$ cat config.mk
export PLATFORM = sky130hd
export DESIGN_NAME = addsub_rr_sched
export DESIGN_NICKNAME = d
export VERILOG_FILES = /design/src/rtl/addsub_rr_sched.sv
export SDC_FILE = /design/constraint.sdc
export NUM_CORES = 1
export LEC_CHECK = 0
export ABC_CLOCK_PERIOD_IN_PS = 5720
export CELL_PAD_IN_SITES_DETAIL_PLACEMENT = 1
export CELL_PAD_IN_SITES_GLOBAL_PLACEMENT = 2
export CORE_ASPECT_RATIO = 0.5
export CORE_UTILIZATION = 21
export DETAILED_ROUTE_END_ITERATION = 8
export PLACE_DENSITY = 0.83
export SYNTH_ARGS = -nofsm -noshare
export SYNTH_HDL_FRONTEND = slang
export SYNTH_SLANG_ARGS = --single-unit
$ cat constraint.sdc
create_clock -name clk_i -period 5.72 [get_ports clk_i]
set_input_delay 1.716 -clock clk_i [delete_from_list [all_inputs] [get_ports clk_i]]
set_output_delay 1.716 -clock clk_i [all_outputs]
set_load 0.02 [all_outputs]
$ cat src/rtl/addsub_rr_sched.sv
// Round-robin scheduler that shares one external NBitAddSub datapath between NUM_REQ
// requesters. One request is accepted per operation. Its operands are registered and
// driven to the adder. The adder result is captured one cycle later together with the
// carry, the signed-overflow flag and the requester ID. That capture is returned on a
// single valid/ready response port.
//
// Ports:
//   clk_i, rst_i          clock, synchronous active-high reset
//   req_valid_i/ready_o   per-requester handshake (ready is one-hot or zero)
//   req_a_i, req_b_i      packed operands, requester i at [i*BITWIDTH +: BITWIDTH]
//   req_sub_i             per-requester op select, 1 = a-b, 0 = a+b
//   dp_a_o, dp_b_o, dp_sub_o   operands to the shared adder
//   dp_sum_i, dp_cout_i   combinational adder result
//   rsp_valid_o/ready_i   response handshake
//   rsp_id_o, rsp_sum_o, rsp_cout_o, rsp_ovf_o   registered response fields
module addsub_rr_sched #(
  parameter int unsigned BITWIDTH = 8,
  parameter int unsigned NUM_REQ  = 4,
  localparam int unsigned ID_W    = $clog2(NUM_REQ)
) (
  input  logic                         clk_i,
  input  logic                         rst_i,
  input  logic [NUM_REQ-1:0]           req_valid_i,
  output logic [NUM_REQ-1:0]           req_ready_o,
  input  logic [NUM_REQ*BITWIDTH-1:0]  req_a_i,
  input  logic [NUM_REQ*BITWIDTH-1:0]  req_b_i,
  input  logic [NUM_REQ-1:0]           req_sub_i,
  output logic [BITWIDTH-1:0]          dp_a_o,
  output logic [BITWIDTH-1:0]          dp_b_o,
  output logic                         dp_sub_o,
  input  logic [BITWIDTH-1:0]          dp_sum_i,
  input  logic                         dp_cout_i,
  output logic                         rsp_valid_o,
  input  logic                         rsp_ready_i,
  output logic [ID_W-1:0]              rsp_id_o,
  output logic [BITWIDTH-1:0]          rsp_sum_o,
  output logic                         rsp_cout_o,
  output logic                         rsp_ovf_o
);

  localparam int unsigned Msb = BITWIDTH - 1;

  typedef enum logic [1:0] {StIdle, StExec, StResp} state_e;

  state_e              state_q, state_d;
  logic [ID_W-1:0]     rr_ptr_q, rr_ptr_d;
  logic [BITWIDTH-1:0] a_q, b_q;
  logic                sub_q;
  logic [ID_W-1:0]     id_q;
  logic [BITWIDTH-1:0] rsp_sum_q;
  logic                rsp_cout_q, rsp_ovf_q;
  logic [ID_W-1:0]     rsp_id_q;

  logic                grant_vld;
  logic [ID_W-1:0]     grant_idx;
  logic [BITWIDTH-1:0] sel_a, sel_b;
  logic                sel_sub;
  logic                accept;
  logic                ovf;

  // Rotating priority: first valid index at or above rr_ptr, else the lowest valid index.
  always_comb begin
    grant_vld = 1'b0;
    grant_idx = '0;
    for (int i = 0; i < int'(NUM_REQ); i++) begin
      if (!grant_vld && req_valid_i[i] && (ID_W'(i) >= rr_ptr_q)) begin
        grant_vld = 1'b1;
        grant_idx = ID_W'(i);
      end
    end
    for (int i = 0; i < int'(NUM_REQ); i++) begin
      if (!grant_vld && req_valid_i[i]) begin
        grant_vld = 1'b1;
        grant_idx = ID_W'(i);
      end
    end
  end

  // Operand mux for the granted requester.
  always_comb begin
    sel_a   = '0;
    sel_b   = '0;
    sel_sub = 1'b0;
    for (int i = 0; i < int'(NUM_REQ); i++) begin
      if (ID_W'(i) == grant_idx) begin
        sel_a   = req_a_i[i*BITWIDTH +: BITWIDTH];
        sel_b   = req_b_i[i*BITWIDTH +: BITWIDTH];
        sel_sub = req_sub_i[i];
      end
    end
  end

  assign accept = (state_q == StIdle) && grant_vld && !rst_i;

  always_comb begin
    rr_ptr_d = rr_ptr_q;
    if (accept) begin
      rr_ptr_d = (grant_idx == ID_W'(NUM_REQ - 1)) ? '0 : grant_idx + ID_W'(1);
    end
  end

  // Effective b MSB is inverted for subtraction (a + ~b + 1).
  assign ovf = (a_q[Msb] == (b_q[Msb] ^ sub_q)) && (dp_sum_i[Msb] != a_q[Msb]);

  // State register.
  always_ff @(posedge clk_i) begin
    if (rst_i) begin
      state_q <= StIdle;
    end else begin
      state_q <= state_d;
    end
  end

  // Next-state logic.
  always_comb begin
    state_d = state_q;
    unique case (state_q)
      StIdle:  if (grant_vld) state_d = StExec;
      StExec:  state_d = StResp;
      StResp:  if (rsp_ready_i) state_d = StIdle;
      default: state_d = StIdle;
    endcase
  end

  // Output logic.
  always_comb begin
    req_ready_o = '0;
    rsp_valid_o = (state_q == StResp);
    if ((state_q == StIdle) && !rst_i) begin
      for (int i = 0; i < int'(NUM_REQ); i++) begin
        req_ready_o[i] = grant_vld && (ID_W'(i) == grant_idx);
      end
    end
  end

  // Operand, pointer and response registers.
  always_ff @(posedge clk_i) begin
    if (rst_i) begin
      rr_ptr_q   <= '0;
      a_q        <= '0;
      b_q        <= '0;
      sub_q      <= 1'b0;
      id_q       <= '0;
      rsp_sum_q  <= '0;
      rsp_cout_q <= 1'b0;
      rsp_ovf_q  <= 1'b0;
      rsp_id_q   <= '0;
    end else begin
      rr_ptr_q <= rr_ptr_d;
      if (accept) begin
        a_q   <= sel_a;
        b_q   <= sel_b;
        sub_q <= sel_sub;
        id_q  <= grant_idx;
      end
      if (state_q == StExec) begin
        rsp_sum_q  <= dp_sum_i;
        rsp_cout_q <= dp_cout_i;
        rsp_ovf_q  <= ovf;
        rsp_id_q   <= id_q;
      end
    end
  end

  assign dp_a_o     = a_q;
  assign dp_b_o     = b_q;
  assign dp_sub_o   = sub_q;
  assign rsp_sum_o  = rsp_sum_q;
  assign rsp_cout_o = rsp_cout_q;
  assign rsp_ovf_o  = rsp_ovf_q;
  assign rsp_id_o   = rsp_id_q;

endmodule

==> metrics.yaml <==
logic_synthesis:
  ys_seq_area_share_pct: 35.6
  yosysTopAreaCell: "dfxtp_1"
  synth_area_per_cell_um2: 8.23
  synth_top_area_share_pct: 35.6
  synth_area_um2: 1970
  yosysWarnings: 0
  synthCells: 239
  ys_types: 30
  syn_nets: 327
  ys_top_cells_by_area: "dfxtp_1, a221oi_2, a221o_1"
  synth-seq-cells: 35
setup_path:
  crit_top_cell: "clkdlybuf4s50_1"
  path_max_fanout: 6
  worstPathArrival_ns: 3.82
  cp_slowest_stage_delay_ns: 0.63
  critPathTopFamily: "buffers and inverters"
  start_kind: "input pin"
  critPathSlowestCell: "clkdlybuf4s50_1"
  path_cells: "clkdlybuf4s50_1, o22ai_1, o21ai_1, nor2b_1, ha_1, and2_1, clkdlybuf4s50_1"
  required_ns: 4.00
  reg2reg_slack_ns: 3.15
  setup.worst_path.class: "input pin to output pin"
  critPathCaptureType: "output pin"
  path_buf_inv: 2
placement:
  portBuffers: 117
  dp_hpwl_mm: 5.98
  gp_congestion: 0.845
status:
  status: "finished with violations"
  violations: "design-rule violations"
sta:
  clock_skew_ns: 0.00393
  min_period_ns: 5.53
  slew_viol_final: 0
  relSlewSlack_pct: 41.8
  worst_pin_slew_ns: 0.871
  setup_tns_ns: 0
  max_clock_freq_mhz: 181
  post-route-period-util_pct: 96.7
  final_hold_viol_count: 0
  rsz0062_at_grt: "no"
  setup_viol_count_final: 0
grt:
  grtUsageTotal_pct: 15.6
  grt_pass1_wl_mm: 12.0
  grt_max_degree: 35
  grt-ovfl-total: 0
  grt_pass1_vias: 2305
  antenna_found_initial: 0
cts:
  cts_root_buffer: "clkbuf_16"
  cts_buffer_depth: 2
  cts_hold_buffers: 0
  cts_buffers: 5
  htreeDepth: 2
  insertion_delay_ns: 0.28
  clk_pin_slew_ns: 0.06
  cts_tree: "yes"
  clock-sinks: 35
detailed_routing:
  wl_mm: 7.60
  ant_nets: 0
  dr.first_iter.drc_count: 99
  first_pass_iters: 6
  vias: 2195
  remaining_drc_errors: 6
  routed_via_density: 4.69
  wire_per_inst_um: 16.2
pwr:
  power.total_w: 0.000915
  peakVddDrop_uv: 150
  power_density_nw_per_um2: 269
  power_leakage_nw: 1.33
final_layout:
  drive_above_1_share_pct: 9.69
  diodes: 0
  utilization_pct: 38.2
  syn2layout_area_growth_pct: 72.6
  mostFrequentLayoutCells: "clkdlybuf4s50_1, dfxtp_1, a21oi_1, nand2_1, inv_1"
  layout_commonest_cell: "clkdlybuf4s50_1"
  layout.nets: 438
run:
  cap_violations: 0
floorplanning:
  fp.dieW_um: 139
  dieArea_um2: 9780
  ios: 118
  dieHeight_um: 70.4
  core_area_um2: 8890
  rows: 24
  start_util_pct: 22.1
min_path:
  hold_path_class: "register to register"
==> logic make-up after synthesis <==
family	after synthesis	share of synthesized area [%]
AO/OA/AOI/OAI	91	36.4
buffers and inverters	45	10.8
AND/OR/NAND/NOR	63	14.2
XOR/XNOR	1	0.445
adder cells (fa/ha/maj)	4	2.54
flip-flops	35	35.6
==> layer usage <==
| layer | GRT usage [%] | up-vias | routed length [um] |
|---|---|---|---|
| li1 | - | 1074 | - |
| met2 | 28.7 | 52 | 3800 |
| met3 | 3.36 | 11 | 274 |
| met5 | 0 | - | 0 |
| met4 | 4.94 | 0 | 146 |
| met1 | 18.3 | 1058 | 3380 |
==> worst reg2reg max path: cells and delay by family (launching register included) <==
kind	cells	cell delay, ns
compound gates	5	1.07
buf+inv	2	0.47
flops	1	0.42
simple gates	2	0.26
fa+ha+maj	1	0.24
==> sequential cells by signal (all words and copies together), names as in the netlist, 2 cells and up <==
register	cells
dp_b_o	8
id_q	2
state_q	2
rr_ptr_q	2
dp_a_o	8
rsp_id_o	2
rsp_sum_o	8
==> report_power, final <==
part           switching (W)  internal, W
Sequential         0.0000177     0.000270
Clock               0.000104     0.000205
Combinational       0.000159     0.000160
==> synth_stat cells <==
| master | instances |
|---|---|
| dfxtp_1 | 35 |
| a21oi_1 | 33 |
| nand2_1 | 25 |
| inv_1 | 22 |
| nor2_1 | 20 |
| a221o_1 | 17 |
| a221oi_2 | 15 |
| o21ai_0 | 15 |
| clkbuf_1 | 13 |
| buf_6 | 5 |
| and2_1 | 4 |
| buf_2 | 4 |
| ha_1 | 4 |
| nor2b_1 | 4 |
| nor3_1 | 3 |
| o21ai_1 | 3 |
| a221oi_1 | 2 |
| nand2b_1 | 2 |
| o22ai_1 | 2 |
| a21o_1 | 1 |
| a311oi_1 | 1 |
| a32o_1 | 1 |
| clkinv_2 | 1 |
| nand3_1 | 1 |
| nand3b_1 | 1 |
| nor2_2 | 1 |
| nor4_1 | 1 |
| o221ai_1 | 1 |
| or4_1 | 1 |
| xor2_1 | 1 |
==> stage by stage <==
stage,worst slack [ns],cells,instance area (um^2),hold WS [ns]
after global placement,0.197,460,3230,0.443
after detailed placement,0.138,460,3230,0.451
after global routing,0.0633,468,3400,0.475
after floorplan,0.593,239,1970,0.429
final,0.187,468,3400,0.458
after CTS,0.118,468,3400,0.459
==> path summary, 6_finish.rpt <==
path | startpoint | to | cells past startpoint
worst max-delay path | req_valid_i[1] | req_ready_o[1] | 7
worst min-delay path | rsp_sum_o[4]$_SDFFE_PP0N_ | rsp_sum_o[4]$_SDFFE_PP0N_ | 2
worst max register to register | rr_ptr_q[1]$_SDFFE_PP0P_ | dp_a_o[1]$_SDFFE_PP0P_ | 10
worst min register to register | rsp_sum_o[4]$_SDFFE_PP0N_ | rsp_sum_o[4]$_SDFFE_PP0N_ | 2
==> final cells by class <==
cell class / count / area, um^2
clock buffer: 5 / 125
clock inverter: 3 / 43.8
fill: 1008 / 5490
inverter: 23 / 87.6
multi-input combinational: 159 / 1050
sequential: 35 / 701
tap: 117 / 146
timing repair buffer: 126 / 1240
==> what timing repair did <==
action / in CTS / in global routing
resized for setup: 0 / 1
setup buffers: 0 / 0
setup endpoints to repair: 0 / 2
Power figures use the tool's default switching activity.
